File: src/rtl/cpu_trace_buffer.sv
// cpu_trace_buffer
//   Captures one trace entry per retired instruction from cpu_top and
//   queues it in a show-ahead FIFO for a host/debug consumer. An entry is
//   recorded only when the PC changes, so a stalled PC is not re-recorded.
//   A PC that repeats HALT_CYCLES times in a row counts as a halt (the
//   program has ended in a self-loop), and capture stops.
//
//   Optional build macro: TRACE_MEM_DATA_EN
//     When defined, each entry also stores mem_data, and the extra port
//     out_mem presents it. When undefined, entries hold only {pc, ans}
//     and mem_data is ignored.
//
// Ports
//   clk        system clock, rising edge
//   rst        asynchronous active-low reset
//   start      single-cycle pulse: begin capture (IDLE) or resume (HALTED)
//   pc_value   PC from cpu_top
//   ans        ALU/writeback result from cpu_top
//   mem_data   data-memory read value (used only with TRACE_MEM_DATA_EN)
//   out_valid  head entry available
//   out_ready  consumer accepts the head entry
//   out_pc     head entry PC (0 when empty)
//   out_ans    head entry result (0 when empty)
//   out_mem    head entry mem_data (TRACE_MEM_DATA_EN only, 0 when empty)
//   level      FIFO occupancy, 0..DEPTH
//   dropped    samples lost to a full FIFO, saturating at 16'hFFFF
//   halted     high in HALTED state
//   busy       high in CAPTURE state
//
// Output handshake: the head entry is transferred on every clock edge
// where out_valid && out_ready are both high. out_valid never depends on
// out_ready, and the head entry is stable while out_valid is high and
// out_ready is low.
//
// FSM state is visible on busy (CAPTURE) and halted (HALTED); both low
// means IDLE.

module cpu_trace_buffer #(
  parameter int DEPTH       = 16,
  parameter int ADDR_W      = 4,
  parameter int HALT_CYCLES = 4
) (
  input  logic              clk,
  input  logic              rst,
  input  logic              start,
  input  logic [31:0]       pc_value,
  input  logic [31:0]       ans,
  input  logic [31:0]       mem_data,
  output logic              out_valid,
  input  logic              out_ready,
  output logic [31:0]       out_pc,
  output logic [31:0]       out_ans,
`ifdef TRACE_MEM_DATA_EN
  output logic [31:0]       out_mem,
`endif
  output logic [ADDR_W:0]   level,
  output logic [15:0]       dropped,
  output logic              halted,
  output logic              busy
);

  localparam logic [1:0] IDLE    = 2'd0;
  localparam logic [1:0] CAPTURE = 2'd1;
  localparam logic [1:0] HALTED  = 2'd2;

`ifdef TRACE_MEM_DATA_EN
  localparam int EW = 96;
`else
  localparam int EW = 64;
`endif

  // Wide enough to hold the value HALT_CYCLES itself.
  localparam int RW = (HALT_CYCLES < 2) ? 1 : $clog2(HALT_CYCLES + 1);

  localparam logic [ADDR_W:0] FULL_LEVEL = (ADDR_W + 1)'(DEPTH);

  logic [1:0]        state, next_state;
  logic [31:0]       last_pc;
  logic              first;
  logic [RW-1:0]     rep_cnt;
  logic [ADDR_W-1:0] wr_ptr, rd_ptr;
  logic [EW-1:0]     fifo_mem [DEPTH];
  logic [EW-1:0]     entry_in, head;

  logic sample, new_pc, push_req, pop, full, push_ok, drop, hit_halt, resume;

`ifdef TRACE_MEM_DATA_EN
  assign entry_in = {pc_value, ans, mem_data};
`else
  assign entry_in = {pc_value, ans};
  logic unused_mem_data;
  assign unused_mem_data = ^mem_data;
`endif

  assign sample   = (state == CAPTURE);
  assign new_pc   = first || (pc_value != last_pc);
  assign push_req = sample && new_pc;
  assign full     = (level == FULL_LEVEL);
  assign pop      = out_valid && out_ready;
  // A pop in the same cycle frees the slot, so a full FIFO still accepts.
  assign push_ok  = push_req && (!full || pop);
  assign drop     = push_req && full && !pop;
  assign hit_halt = sample && !new_pc && (rep_cnt == RW'(HALT_CYCLES - 1));
  assign resume   = (state == HALTED) && start;

  always_comb begin
    next_state = state;
    case (state)
      IDLE:    if (start) next_state = CAPTURE;
      CAPTURE: if (hit_halt) next_state = HALTED;
      HALTED:  if (start) next_state = CAPTURE;
      default: next_state = IDLE;
    endcase
  end

  always_ff @(posedge clk or negedge rst) begin
    if (!rst) begin
      state   <= IDLE;
      busy    <= 1'b0;
      halted  <= 1'b0;
      last_pc <= '0;
      first   <= 1'b1;
      rep_cnt <= '0;
      wr_ptr  <= '0;
      rd_ptr  <= '0;
      level   <= '0;
      dropped <= '0;
    end else begin
      state  <= next_state;
      busy   <= (next_state == CAPTURE);
      halted <= (next_state == HALTED);

      if (resume) begin
        first   <= 1'b1;
        rep_cnt <= '0;
      end else if (push_req) begin
        first   <= 1'b0;
        last_pc <= pc_value;
        rep_cnt <= '0;
      end else if (sample) begin
        rep_cnt <= rep_cnt + RW'(1);
      end

      if (push_ok) wr_ptr <= wr_ptr + ADDR_W'(1);
      if (pop)     rd_ptr <= rd_ptr + ADDR_W'(1);

      case ({push_ok, pop})
        2'b10:   level <= level + (ADDR_W + 1)'(1);
        2'b01:   level <= level - (ADDR_W + 1)'(1);
        default: level <= level;
      endcase

      if (resume)
        dropped <= '0;
      else if (drop && (dropped != 16'hFFFF))
        dropped <= dropped + 16'd1;
    end
  end

  // Storage needs no reset: entries are only visible through level.
  always_ff @(posedge clk) begin
    if (push_ok) fifo_mem[wr_ptr] <= entry_in;
  end

  assign out_valid = (level != '0);
  assign head      = fifo_mem[rd_ptr];
  assign out_pc    = out_valid ? head[EW-1 -: 32] : 32'd0;
  assign out_ans   = out_valid ? head[EW-33 -: 32] : 32'd0;
`ifdef TRACE_MEM_DATA_EN
  assign out_mem   = out_valid ? head[31:0] : 32'd0;
`endif

endmodule

File: config.mk
export PLATFORM = sky130hd
export DESIGN_NAME = cpu_trace_buffer
export DESIGN_NICKNAME = d
export VERILOG_FILES = /design/src/rtl/cpu_trace_buffer.sv
export SDC_FILE = /design/constraint.sdc
export NUM_CORES = 1
export LEC_CHECK = 0
export CORE_MARGIN = 1
export CORE_UTILIZATION = 47
export DETAILED_ROUTE_END_ITERATION = 10
export PLACE_DENSITY = 0.69
export SYNTH_ARGS = -nofsm -noshare
export SYNTH_HDL_FRONTEND = slang
export SYNTH_SLANG_ARGS = --single-unit
File: constraint.sdc
create_clock -name clk -period 8.5 [get_ports clk]
set_clock_uncertainty 0.05 [all_clocks]
set_input_delay 0.85 -clock clk [delete_from_list [all_inputs] [get_ports clk]]
set_output_delay 0.85 -clock clk [all_outputs]
set_load 0.02 [all_outputs]
# Yosys cells after proc, flatten, opt, wreduce, memory -nomap -nowiden

Memory sizes are Yosys's and may differ from the RTL's.
Cells that the tools add are included.

Register bits: 69
Latch bits: 0
Bits in writable memories: 1024
Memory bits (read-only): 0
Input port bits: 100
Output and inout bits: 88
Logic and storage cells: 65
Memories: 1

Add/sub/neg operators: 6
$mul: 0
Div/mod/pow operators: 0
Order comparisons: 0
Equality and inequality tests: 10
Shift operators: 0
Mux-type cells: 15
Bitwise gates (word level): 1
Reduce and logical (&&, ||, !) cells: 22

Memory list:

| name     | words | bits a word | read ports | clocked after Yosys merged registers in | write ports | RTL line | text |
|---|---|---|---|---|---|---|---|
| fifo_mem | 16    | 64          | 1          | 0                                       | 1           | 82       | `logic [EW-1:0] fifo_mem [DEPTH];` |

Operators by type and width:

| kind                    | number |
|---|---|
| $mux W32                | 2 |
| $mux W16                | 2 |
| $ne A32 B32 Y1          | 1 |
| $add A16 B1 Y16 const B | 1 |
| $ne A16 B16 Y1 const B  | 1 |
| $pmux W5 S2             | 1 |
| $logic_and A1 B1 Y1     | 9 |
| $mux W3                 | 3 |
| $add A4 B1 Y4 const B   | 2 |
| $eq A2 B1 Y1 const B    | 3 |
| $eq A2 B2 Y1 const B    | 3 |
| $reduce_bool A2 Y1      | 3 |
| $add A5 B1 Y5 const B   | 1 |
| $eq A5 B5 Y1 const B    | 1 |
| $reduce_bool A5 Y1      | 1 |
| $sub A5 B1 Y5 const B   | 1 |
| $mux W1                 | 4 |
| $mux W2                 | 2 |
| $pmux W2 S2             | 1 |
| $add A3 B1 Y3 const B   | 1 |
| $eq A3 B2 Y1 const B    | 1 |
| $logic_not A1 Y1        | 3 |
| $reduce_bool A3 Y1      | 1 |
| $logic_not A2 Y1        | 1 |
| 4 further kinds         | 5 |

# Depth between registers and ports, before layout

Gate-level depths: netlist of the first run.

Depth after elaboration: 8
Gate-level depth with buffers: 15
Gate-level depth less buffers: 13

# Least setup slack after synthesis of the first run

No wires, ideal clock.

Kind: input -> register
Start point: input pc_value[14]
End point: memory fifo_mem[3][0], enable pin
Setup time: 0.644 ns
Arrival time: 7.927 ns
Required time: 7.806 ns
Setup slack: -0.121 ns
Cell stages on the path: 8
Buffers on the path: 3
Cell sequence: xnor2_1 nand4_1 or3_1 clkbuf_1 nor3_4 buf_4 buf_4 nor4_1

Word-level cells in the longest chain between the ends: 6

RTL lines:

| element                       | RTL line | text |
|---|---|---|
| start: declaration            | 46       | `input logic [31:0] pc_value,` |
| $ne A32 B32 Y1                | 96       | `assign new_pc = first \|\| (pc_value != last_pc);` |
| $logic_or A1 B1 Y1            | 96       |  |
| $logic_and A1 B1 Y1           | 97       | `assign push_req = sample && new_pc;` |
| $logic_and A1 B1 Y1           | 101      | `assign push_ok = push_req && (!full \|\| pop);` |
| $mux W1                       | 162      | `if (push_ok) fifo_mem[wr_ptr] <= entry_in;` |
| $mux W1 (not written as such) | 162      |  |
| end: declaration              | 82       |  |

No other way between the ends.

# Final worst setup path of the first run

Start point: register rd_ptr[1]
End point: output out_pc[19]

Word-level cells in the longest chain between the ends: 2

RTL lines:

| element                  | RTL line | text |
|---|---|---|
| start: declaration       | 81       | `logic [ADDR_W-1:0] wr_ptr, rd_ptr;` |
| start signal: assignment | 145      | `if (pop) rd_ptr <= rd_ptr + ADDR_W'(1);` |
| $mem_v2 Z16 W64          | n/a      |  |
| $mux W32                 | 167      | `assign out_pc = out_valid ? head[EW-1 -: 32] : 32'd0;` |
| end: declaration         | 51       | `output logic [31:0] out_pc,` |

No other way between the ends.

==> results by group, run 1 <==
STA
  • Fin. Hold Viols: 0
  • Tmin final: 5.315 ns
  • Max Slew Vio Count: 0
  • Final setup violating endpoints: 0
  • Hold_ws: 0.3215 ns
  • RSZ-0062 raised after global routing: no
  • Maximum achievable frequency: between 150 and 200 MHz
  • Final setup TNS: 0 ns
  • Final Cycle Share: 0.6253
  • Worst-margin pin slew: 1.169 ns
  • Slew HR: 0.2208
  • Setup ws final: 3.185 ns

Worst setup path
  • Crit path max fanout: between 100 and 150
  • Startpoint types: flip-flop
  • Worst Path Arrival: between 4 and 5 ns
  • Worst path most repeated cell: mux4_2
  • R2r setup slk: 3.78 ns
  • Slowest-stage cell, CP: dfrtp_4
  • Critical path class: reg -> out
  • Crit end category: primary output
  • Reg2reg end: fifo_mem[7][10]
  • Critical Path RT: ~7.6 ns
  • Max incr delay on CP: 1.15 ns
  • Reg2reg start: state[0]
  • Reg2reg path depth: 6
  • Worst-path cell chain: buf_12 > mux4_2 > mux4_2 > nor2b_1 > clkdlybuf4s50_1

Clocking
  • TritonCTS buffer count: 108
  • Clock Sinks: 1093
  • Clock latency on the worst-skew pair: just under 0.7 ns
  • CTS root buf: clkbuf_16
  • Post-CTS Hold Fix Bufs: 0
  • CTS tree: done
  • Post_cts resized: 0
  • Clk slew on worst S/H paths: 0.06 ns
  • Setup bufs post-CTS: 0
  • Maximum root-to-sink buffer count: 3
  • CTS H-tree depth: 3

Global routing
  • Total gr overflow: 0
  • Initial antenna violation count: 5
  • Total GRT Usage: 0.2073
  • Number of global-route vias before repair: 21.34k
  • Global-route wire length before repair: 138.0 mm
  • Largest net degree at the start of global routing: between 100 and 150

Place
  • I/O Buffers: 155
  • Dpl hpwl: slightly below 50 mm
  • Place WS: 2.905 ns
  • RePlAce Congestion: 0.7856
  • Cells after DPL: 3168

Route
  • WL/cell: 27.83 um
  • Post-DRT Antenna Nets: 0
  • Final WL: ~94 mm
  • DRT Pass-1 Iters: 8
  • DR vias: 20.16k
  • # DRC: 0
  • 1st-iter DRT viols: 1845
  • Drt via density: 5.987

Die
  • Core ar.: 90010 um^2
  • Die area: 92070 um^2
  • Die width: 303.4 um
  • Starting Density: 0.4744
  • Die H: a little over 300 um
  • Row cnt: 110
  • IO Pins: 188

Synth
  • Synthesized flop and latch total: 1093
  • Largest area contributor in the netlist: edfxtp_1
  • Ys Warns: 0
  • Syn Inst Count: 1886
  • Seq/Total Area, Yosys: 0.7605
  • Mean post-synth cell area: 22.64 um^2
  • Main synth FF type: edfxtp_1
  • Post-Syn Area: approximately 43000 um^2
  • Syn nets: 1998
  • Share of the synthesized area in the top cell type: 0.7200
  • Number of synthesized flops with an enable pin: 1024
  • Unique masters post-synth: 59
  • Top cells by area, synth: edfxtp_1, mux4_2, dfrtp_1
  • Ys async rst share: 0.06313

Cells and area
  • Layout Cells excl Fill: 3367
  • Fin nets: 2214
  • Layout area overhead: 15.48%
  • Final core utilization: 0.5479
  • Share of cells above drive strength 1: 0.2644

Pwr
  • P_leak: about 16 nW
  • Max rail drop VDD: 0.2978 mV
  • PwrDens: ~360 nW/um^2

Outcome
  • Status: finished clean

Run
  • # Max-Cap Violations: 0

Hold path
  • Hold WC Path Type: in -> async
## how the worst max path moves through the flow
stage	from	depth (start not counted)	endpoint	slack, ns
global route	rd_ptr[1]	5	out_pc[19]	3.03
floorplan	pc_value[14]	8	fifo_mem[0][0]	1.56
CTS	rd_ptr[1]	5	out_pc[19]	3.10
finish	rd_ptr[1]	5	out_pc[19]	3.19
detailed placement	pc_value[16]	9	fifo_mem[4][6]	2.91
global placement	pc_value[23]	8	fifo_mem[5][9]	3.07
## logic make-up after synthesis
| logic type | Yosys count | synth area share |
|---|---|---|
| adder cells (fa/ha/maj) | 12 | 0.003692 |
| flip-flops | 1093 | 0.7605 |
| multiplexers | 352 | 0.1771 |
| buffers and inverters | 108 | 0.01096 |
| AO/OA/AOI/OAI | 78 | 0.01178 |
| AND/OR/NAND/NOR | 202 | 0.02751 |
| XOR/XNOR | 41 | 0.008409 |
## flip-flops by register name, indices dropped and copies added, names as in the netlist
register / cells
rd_ptr: 4
halted: 1
rep_cnt: 3
state: 2
busy: 1
level: 5
wr_ptr: 4
fifo_mem: 1024
first: 1
last_pc: 32
dropped: 16
## cell usage after synthesis, types with 3 or more instances
cell and number:
edfxtp_1 1024, mux4_2 320, dfrtp_1 68, nor2b_1 67, clkbuf_1 60, mux2_2 30, nand2_1 30, xor2_1 30
a21oi_1 29, buf_2 29, nor2_1 19, nand3_1 17, o21ai_0 15, ha_1 11, nor3_1 11, xnor2_1 11
inv_1 10, or3_1 10, nand4_1 9, nand2b_1 6, nor4_1 6, or4_1 6, buf_4 5, o31ai_1 5
o41ai_1 5, a31oi_1 4, and3_1 4, buf_1 3, nand4b_1 3, nor4_2 3, o211ai_1 3, or2_2 3
## cell usage in the layout, fill, tap and decap left out, drive strengths merged, types with 10 or more instances in the layout
cell type / n
o21ai: 17
a21oi: 29
nand3: 18
clkdlybuf4s50: 154
dfrtp: 68
nand2: 30
clkinv: 44
mux2: 30
inv: 14
ha: 11
nor2: 20
clkbuf: 137
nor3: 13
nor2b: 67
xnor2: 11
mux4: 320
or3: 10
xor2: 30
nand4: 10
edfxtp: 1024
bufinv: 12
buf: 50
## metal layers
metal | track usage | routed length [um] | vias up
met5 | 0 | 45 | -
met4 | 0.04952 | 1436 | 8
li1 | - | - | 8399
met2 | 0.3429 | 47030 | 720
met1 | 0.2865 | 38860 | 10911
met3 | 0.04027 | 6329 | 120
## through the flow
| stage | area, um^2 | total power (W) |
|---|---|---|
| finish | 49320 | 0.01754 |
| global route | 49320 | 0.01824 |
| CTS | 49310 | 0.01774 |
| detailed placement | 45830 | 0.01307 |
| global placement | 45830 | 0.01295 |
| floorplan | 42710 | 0.01096 |
## worst max-delay path: cells and delay by family (launching register included)
family	cells	cell delay, ns
buffers and inverters	2	1.34
flip-flops	1	1.15
multiplexers	2	0.94
AND/OR/NAND/NOR	1	0.17
## final cells by class
| cell class | count | area, um^2 |
|---|---|---|
| tap | 1176 | 1471 |
| clock buffer | 137 | 2843 |
| fill | 6696 | 40700 |
| sequential | 1093 | 32490 |
| antenna | 1 | 2.502 |
| inverter | 10 | 37.54 |
| timing repair buffer | 204 | 1952 |
| clock inverter | 61 | 638.1 |
| multi-input combinational | 685 | 9879 |
## power by group
group          internal (W)  switching [W]
Combinational       0.00267        0.00284
Clock               0.00273        0.00195
Sequential          0.00692       0.000425
Total                0.0123        0.00522
(Power assumes the default switching activity.)
==> run 2: changes to the inputs <==
==> constraint.sdc (replaced) <==
create_clock -name clk -period 4.35 [get_ports clk]
set_clock_uncertainty 0.05 [all_clocks]
set_input_delay 0.435 -clock clk [delete_from_list [all_inputs] [get_ports clk]]
set_output_delay 0.435 -clock clk [all_outputs]
set_load 0.02 [all_outputs]
==> run 2 against run 1 <==
Total power increased by 99%. Critical path type unchanged. Largest power group unchanged. Non-clock buffer count grew 58. Die area did not move. Sequential share of layout area down 1.2 points. Core utilization up 1.0 points.
==> results by group, run 2 (same netlist as run 1, synthesis figures left out) <==
Outcome
  • Status: finished clean (unchanged)

STA
  • Max Slew Vio Count: 0 (unchanged)
  • Worst-margin pin slew: 1.081 ns (was 1.169 ns)
  • Final setup violating endpoints: 0 (unchanged)
  • Maximum achievable frequency: 241.9 MHz
  • Tmin final: 4.134 ns
  • Final Cycle Share: 0.9503
  • RSZ-0062 raised after global routing: no (unchanged)
  • Slew HR: 0.2764 (was 0.2208)
  • Fin. Hold Viols: 0 (unchanged)

Clocking
  • Maximum root-to-sink buffer count: 3 (unchanged)
  • TritonCTS buffer count: 107 (was 108)
  • Clock Sinks: 1093 (unchanged)
  • Clk slew on worst S/H paths: 0.06 ns (about the same)
  • Clock latency on the worst-skew pair: 0.67 ns (was 0.68 ns)
  • CTS tree: done (unchanged)
  • CTS H-tree depth: 3 (unchanged)
  • CTS root buf: clkbuf_16 (unchanged)
  • Setup bufs post-CTS: 0 (unchanged)

Cells and area
  • Most frequent cells in the layout: edfxtp_1, mux4_2, clkdlybuf4s50_1, clkbuf_16, buf_4 (was edfxtp_1, mux4_2, clkdlybuf4s50_1, clkbuf_16, nor2b_1)
  • Layout Cells excl Fill: 3427 (was 3367)
  • Max reg flops: 1024 (unchanged)
  • N_diodes: 0 (was 1)
  • Fin nets: 2271 (was 2214)
  • Layout area overhead: 17.60% (was 15.48%)
  • Largest Register: fifo_mem (unchanged)
  • Most common cell after layout, fill and taps aside: edfxtp_1 (unchanged)
  • Finished Cell Area: 50220 um^2 (was 49320 um^2)
  • Fillers: 6579 (was 6696)
  • Final core utilization: 0.5580 (was 0.5479)
  • Share of cells above drive strength 1: 0.2857 (was 0.2644)
  • Biggest regs: fifo_mem: 1024 flops, last_pc: 32 flops, dropped: 16 flops (unchanged)

Run
  • # Max-Cap Violations: 0 (unchanged)

Route
  • Drt via density: 5.990 (was 5.987)
  • Post-DRT Antenna Nets: 0 (unchanged)
  • DRT Pass-1 Iters: 5 (was 8)
  • # DRC: 0 (unchanged)
  • Final WL: 96.84 mm (was 93.70 mm)
  • 1st-iter DRT viols: 1891 (was 1845)
  • DR vias: 20.53k (was 20.16k)
  • WL/cell: 28.26 um (was 27.83 um)

Pwr
  • Switching share of power: 0.2979 (was 0.2975)
  • Sw power: 0.01037 W (was 0.005218 W)
  • P_leak: 16.07 nW (was 15.66 nW)
  • Max rail drop VDD: 0.4520 mV (was 0.2978 mV)
  • Share of power burned in the clock network: 0.263 (was 0.267)
  • Pwr Total: 0.03481 W (was 0.01754 W)
  • Logic pwr share: 0.329 (was 0.314)
  • P_int: 0.02444 W (was 0.01232 W)
  • Seq pwr share: 0.407 (was 0.419)
  • PwrDens: 693.2 nW/um^2 (was 355.6 nW/um^2)

Global routing
  • Number of global-route vias before repair: 21.48k (was 21.34k)
  • Global-route wire length before repair: 142.4 mm (was 138.0 mm)
  • Total GRT Usage: 0.2148 (was 0.2073)
  • Initial antenna violation count: 5 (unchanged)
  • Total gr overflow: 0 (unchanged)
  • Largest net degree at the start of global routing: 73 (was 146)

Hold path
  • Hold WC Path Type: reg -> reg (was in -> async)

Die
  • Starting Density: 0.4744 (unchanged)
  • Die width: 303.4 um (unchanged)
  • Die area: 92070 um^2 (unchanged)
  • Core ar.: 90010 um^2 (unchanged)
  • Row cnt: 110 (unchanged)
  • IO Pins: 188 (unchanged)
  • Die H: 303.4 um (unchanged)

Worst setup path
  • Critical Path RT: 3.87 ns (was 7.60 ns)
  • Crit path max fanout: 18 (was 145)
  • Critical path class: reg -> out (unchanged)
  • Worst Path Arrival: 3.65 ns (was 4.41 ns)
  • Startpoint types: flip-flop (unchanged)
  • Crit end category: primary output (unchanged)

Place
  • Cells after DPL: 3225 (was 3168)
  • Post-placement cell area: 46700 um^2 (was 45830 um^2)
  • RePlAce Congestion: 0.8018 (was 0.7856)
  • Dpl hpwl: 52.68 mm (was 48.98 mm)
  • I/O Buffers: 155 (unchanged)
## run 2: cell count changes in the layout (fill, tap and decap cells not counted), sizes merged, moves of 2 or more
cell      delta
buf         +57
bufinv       -2
clkbuf       +4
clkinv       -4
clkinvlp     +3
inv          +2
## run 2: metrics by stage
step | worst slack [ns] | hold slack (ns) | TNS, ns
after floorplan | -0.4605 | 0.08941 | -327.03
after global placement | 0.1434 | 0.4094 | 0
after detailed placement | 0.1942 | 0.4178 | 0
after CTS | 0.1103 | 0.3937 | 0
after global routing | 0.02917 | 0.4280 | 0
final | 0.2162 | 0.4202 | 0
## run 2: per-layer routing
layer	share of wire	global-route usage	wire length, um	vias up
met5	0.00059	0	57	-
met2	0.50	0.3518	48360	805
met1	0.41	0.3000	39590	11054
met4	0.019	0.05405	1873	10
met3	0.072	0.04077	6954	135
li1	-	-	-	8525
## run 2: worst paths after layout
kind	end	slack, ns	from	cells after the start
min in group asynchronous	rep_cnt[1]	0.46	rst	2
max reg2reg	level[4]	0.83	last_pc[5]	13
min	first	0.42	first	2
max in group asynchronous	last_pc[21]	2.87	rst	3
max	out_pc[13]	0.22	rd_ptr[0]	6
min reg2reg	first	0.42	first	2
## run 2: final cells by class
type                    instances  area (um^2)  area share
clock buffers                 141         2939     0.05852
flip-flops and latches       1093        32490      0.6470
multi-input cells             685         9917      0.1975
well taps                    1176         1471     0.02930
repair buffers                262         2790     0.05556
inverters                      10        37.54   0.0007474
clock inverters                60        574.3     0.01144
## run 2: power groups by stage
stage          sequential [W]  combinational, W  clock (W)
2_1_floorplan          0.0141           0.00726          0
3_3_place_gp           0.0143            0.0116          0
3_5_place_dp           0.0144            0.0117          0
4_1_cts                0.0142            0.0117    0.00932
5_1_grt                0.0143            0.0121    0.00974
6_report               0.0142            0.0115    0.00917
## run 2: critical path: stages (launching register included)
cell and delay, ns:
dfrtp_4 0.65, buf_12 0.26, buf_4 0.22, mux4_2 0.54, mux4_2 0.46, nor2b_1 0.24, clkdlybuf4s50_1 0.61
## run 2: what timing repair did
item / CTS / global route
gates resized for setup: 0 / 0
hold buffers: 1 / 0
endpoints found under the hold margin: 41 / 0
==> edit 1 (settings of run 1) <==
Put one more register stage on the output `level`, without a reset. The value now appears one clock later. The other outputs are not delayed to match.
--- a/src/rtl/cpu_trace_buffer.sv
+++ b/src/rtl/cpu_trace_buffer.sv
@@ -76,2 +76,4 @@
 
+  logic [ADDR_W:0] level_s0;
+
   logic [1:0]        state, next_state;
@@ -97,3 +99,3 @@
   assign push_req = sample && new_pc;
-  assign full     = (level == FULL_LEVEL);
+  assign full     = (level_s0 == FULL_LEVEL);
   assign pop      = out_valid && out_ready;
@@ -125,3 +127,3 @@
       rd_ptr  <= '0;
-      level   <= '0;
+      level_s0 <= '0;
       dropped <= '0;
@@ -147,5 +149,5 @@
       case ({push_ok, pop})
-        2'b10:   level <= level + (ADDR_W + 1)'(1);
-        2'b01:   level <= level - (ADDR_W + 1)'(1);
-        default: level <= level;
+        2'b10:   level_s0 <= level_s0 + (ADDR_W + 1)'(1);
+        2'b01:   level_s0 <= level_s0 - (ADDR_W + 1)'(1);
+        default: level_s0 <= level_s0;
       endcase
@@ -164,3 +166,3 @@
 
-  assign out_valid = (level != '0);
+  assign out_valid = (level_s0 != '0);
   assign head      = fifo_mem[rd_ptr];
@@ -172,2 +174,6 @@
 
+  always_ff @(posedge clk) begin
+    level <= level_s0;
+  end
+
 endmodule
Function: changed (Yosys sat finds a counterexample within 4 cycles, from zero or initial values and one cycle with rst low).
==> edit 1 against run 1 <==
- critical path type unchanged
- setup slack better by 0.25 ns
- cell area down 0.56%
- total power about the same
- global-route usage down 0.085 points
- wire length down 1.4%
- synthesized area down 0.47%
- sequential cell count up 5
- sequential share of layout area up 0.57 points
==> edit 1: results (changes against run 1) <==
| Metric | Value |
|---|---|
| Status | complete, no violations |
| First-pass GRT wire length | 137000 um (-0.99%) |
| Top post-synthesis cells by count | edfxtp_1 (1024), mux4_2 (320), nand2_1 (111) |
| #MultiIn Comb | 701 (+2.3%) |
| Quantity of gates resized following cts | 0 (unchanged) |
| Non-clock buffer share | 4.00% (+0.038 points) |
| Post-synthesis cell type count | 54 (-8.5%) |
| CTS Buffer Depth | 3 (unchanged) |
| Post-synthesis mux area share | 17.1% (-0.61 points) |
| Antenna violations before repair | 11 (+6) |
| Clock buffer count in the final layout | 144 (+5.1%) |
| Hold Path Class | primary input to async pin |
| Clock share of power | 25.7% (-1.0 points) |
| Dominant cells by area after synthesis | edfxtp_1 (72%), mux4_2 (17%), dfrtp_1 (4.0%) |
| Top-area cell type share of the netlist area | 72.3% (+0.34 points) |
| Via/cell ratio | 5.92 (-1.1%) |
| Fraction of area in registers | 66.5% (+0.57 points) |
| Dpl hpwl | 46800 um (-4.4%) |
| Non-clk bufs | 203 (-0.49%) |
| Sequential fraction of the synthesis area | 76.6% (+0.59 points) |
| Total Routing Usage GR | 20.6% (-0.085 points) |
| Syn_nets | 2018 (+1.0%) |
| Clock latency on the worst-skew pair | 0.66 ns (-0.02 ns) |
| Share of layout cells above drive strength 1 | 24.3% (-2.1 points) |
| Post-CTS setup buffers | 0 (unchanged) |
| Ys async rst share | 6.28% (-0.029 points) |
| Static leakage | 15.7 nW (+0.25%) |
| XOR/XNOR share of the synthesized area | 0.804% (-0.037 points) |
| CTS H-tree lvls | 3 (unchanged) |
| Fillcell total | 6550 (-2.2%) |
| Largest net degree at the start of global routing | 153 (+4.8%) |
| Post-synthesis adder-cell area fraction | 0.371% (+0.0017 points) |
| Final clock-cell share | 6.87% (-0.19 points) |
| GP Congestion | 0.771 (-1.9%) |
| Setup Slack @ Placement | 3.41 ns (+0.500 ns) |
| VDD IR max | 0.337 mV (+13%) |
| Vias in the first global route | 20779 (-2.6%) |
| Slew HR | 24.6% (+2.5 points) |
| I/O Buffers | 155 (unchanged) |
| Int Power | 12.3 mW (-0.43%) |
| Synthesis Warnings | 0 (unchanged) |
| Num CTS Buffers | 108 (unchanged) |
| Max FO, Critical Path | 63 (-57%) |
| Routed WL | 92400 um (-1.4%) |
| N_diodes | 1 (unchanged) |
| DRT Pass-1 Iters | 5 (-3) |
| Worst-path clk slew | 0.06 ns (about the same) |
| Drt first-iter violations | 1905 (+3.3%) |
| Nets | 2235 (+0.95%) |
| Area of the multi-input gates | 9620 um^2 (-2.6%) |
| Gate power share | 32.6% (+1.2 points) |
| Nonclk inv count | 11 (+1) |
| FF+latch count | 1098 (+0.46%) |
| Compound-gate portion of the synthesized area | 0.865% (-0.31 points) |
| Root buffer cell | clkbuf_16 |
| Largest regs | fifo_mem x1024, last_pc x32, dropped x16 |
==> edit 1: changes by cell type after synthesis, sizes merged, moves of 18 or more <==
cell / before / now
xnor2: 11 / 29
nand2: 30 / 111
mux2: 30 / 2
xor2: 30 / 10
nor2b: 67 / 1
and2: 2 / 67
==> edit 1: through the flow <==
| step | power (mW) | hold slack, ns | area, um^2 | std cells | utilization, % |
|---|---|---|---|---|---|
| detailed placement | 13.3 | 0.383 | 45700 | 3178 | 51.4 |
| floorplan | 11.1 | 0.345 | 42500 | 1906 | - |
| CTS | 17.8 | 0.292 | 49000 | 3381 | 55.1 |
| global route | 18.3 | 0.328 | 49000 | 3381 | 55.1 |
| finish | 17.6 | 0.275 | 49000 | 3382 | 55.2 |
| global placement | 13.2 | 0.377 | 45700 | 3178 | 51.4 |
==> edit 1: per-layer routing <==
layer	vias to the layer above	share of wire [%]	track usage, %
met5	-	0.11	0
met4	16	2.4	5.77
met1	10725	41	28.7
li1	8368	-	-
met3	171	7.3	4.25
met2	738	49	33.5
==> edit 1: path summary, 6_finish.rpt <==
check | startpoint | endpoint | slack (ns) | cells after the start
worst max-delay path | rd_ptr[1] | out_ans[8] | 3.43 | 5
worst min-delay path | rst | dropped[6] | 0.27 | 1
worst max register to register | last_pc[1] | level_s0[4] | 4.75 | 13
worst min register to register | level_s0[3] | level[3] | 0.41 | 0
max in group asynchronous | rst | rd_ptr[2] | 7.40 | 1
min in group clk | level_s0[3] | level[3] | 0.41 | 0
==> edit 1: worst max-delay path: stages, from the launching register on <==
cell and delay [ns]:
dfrtp_4 0.89, buf_4 0.84, mux4_2 0.43, mux4_2 0.54
and2_1 0.19, clkdlybuf4s50_1 0.54
==> edit 2 (flow settings as in run 1) <==
Made on the original files. Change the parameter `DEPTH` from 16 to 8.
--- a/src/rtl/cpu_trace_buffer.sv
+++ b/src/rtl/cpu_trace_buffer.sv
@@ -38,3 +38,3 @@
 module cpu_trace_buffer #(
-  parameter int DEPTH       = 16,
+  parameter int DEPTH       = 8,
   parameter int ADDR_W      = 4,
Behaviour: no difference found for any inputs over 4 cycles, from zero or initial values and one cycle with rst low; that may be too few to reach the edited logic, so the function may still have changed.
==> edit 2 against run 1 <==
- first-iteration DRC count down 56%
- synthesized area down 46%
- final cell count down 40%
- cell area down 45%
- sequential cell count down 514
- wire length down 50%
- maximum frequency up 6.7%
- core utilization up 2.0 points
- setup slack better by 0.34 ns
- combinational power down 38%
- total power down 41%
- critical path type unchanged
- largest cell class unchanged
==> edit 2: results (changes against run 1) <==
| Metric | Value |
|---|---|
| Placed cells | 1929 (-39%) |
| FF+latch count | 579 (-47%) |
| Sequential fraction of the synthesis area | 74.5% (-1.6 points) |
| DRT Pass-1 Iters | 5 (-3) |
| Status | complete, no violations |
| Dpl hpwl | 24900 um (-49%) |
| Drt first-iter violations | 820 (-56%) |
| Top post-synthesis cells by count | edfxtp_1 (512), mux4_2 (128), nand2_1 (118) |
| Fraction of area in registers | 62.7% (-3.2 points) |
| Via/cell ratio | 5.69 (-5.0%) |
| Max FO, Critical Path | 66 (-54%) |
| Post-synth EDFFs | 512 (-50%) |
| Non-clk bufs | 176 (-14%) |
| Vias in the first global route | 12144 (-43%) |
| Finished Core Util | 56.8% (+2.0 points) |
| Static leakage | 9.35 nW (-40%) |
| Area of the multi-input gates | 5600 um^2 (-43%) |
| WL/cell | 23.1 um (-17%) |
| Ys async rst share | 11.6% (+5.3 points) |
| R2r worst-path depth | 12 (+6) |
| Clock latency on the worst-skew pair | 0.60 ns (-0.08 ns) |
| R2R Path Start | last_pc[6] |
| Final std cells w/o fill | 2036 (-40%) |
| Worst Path Arrival | 4.08 ns (-0.33 ns) |
| Capture point of the worst reg-to-reg path | level[4] |
| Non-clock buffer share | 6.31% (+2.4 points) |
| Setup Slack @ Placement | 3.61 ns (+0.700 ns) |
| Fillcell total | 3550 (-47%) |
| CTS H-tree lvls | 2 (-1) |
| Largest net degree at the start of global routing | 90 (-38%) |
| Clock buffer count in the final layout | 66 (-52%) |
| GP Congestion | 0.771 (-1.9%) |
| CTS Buffer Depth | 3 (unchanged) |
| Total Routing Usage GR | 19.3% (-1.4 points) |
| Worst slew pin tran | 1.13 ns (-0.0434 ns) |
| Final clock-cell share | 7.50% (+0.44 points) |
| Dominant cells by area after synthesis | edfxtp_1 (67%), mux4_2 (13%), dfrtp_1 (7.2%) |
| Num CTS Buffers | 58 (-46%) |
| Area post-placement | 25200 um^2 (-45%) |
| Post-synthesis cell type count | 50 (-15%) |
| First-pass GRT wire length | 71900 um (-48%) |
| Hold_ws | 0.333 ns (+0.0114 ns) |
[edit 2: how the worst max path moves through the flow]
stage                     start        endpoint  slack (ns)  cells past startpoint
finish                rd_ptr[1]      out_pc[13]        3.52                      5
global route          rd_ptr[1]      out_pc[13]        3.38                      5
CTS                   rd_ptr[1]      out_pc[10]        3.42                      5
detailed placement  pc_value[3]        level[4]        3.61                     13
global placement    pc_value[3]        level[4]        3.66                     13
floorplan           pc_value[7]  fifo_mem[0][0]        0.07                      7
[edit 2: report_power, final]
part,internal [mW],switching (mW),leakage (nW),total [mW]
Sequential,3.85,0.330,5.51,4.18
Clock,1.65,1.05,0.997,2.70
Combinational,1.57,1.83,2.84,3.40
[edit 2: critical path, cell delays in order, from the launching register on]
cell and delay [ns]:
dfrtp_4 1.09, buf_4 0.90, mux4_2 0.42, mux2i_1 0.32, nor2_1 0.07, clkdlybuf4s50_1 0.61
[edit 2: logic make-up (layout without fill, tap and decap cells)]
group                      count (synthesis)  in the layout  share of synthesized area, %
AOI/OAI and AO/OA                         52             52                          1.60
xor gates and xnor gates                  39             39                          1.49
adders and majority gates                  9              9                         0.524
buffers and inverters                     67            291                          1.38
DFF                                      579            579                          74.5
muxes                                    196            196                          15.6
other                                      0              1                             0
and+or+nand+nor                          254            254                          4.96
[edit 2: routing by layer]
layer | vias to the layer above | wire length [um] | global-route usage (%)
li1 | 5115 | - | -
met1 | 6110 | 20700 | 26.5
met2 | 277 | 22600 | 31.5
met3 | 66 | 2690 | 4.27
met4 | 8 | 869 | 4.63
met5 | - | 48 | 0
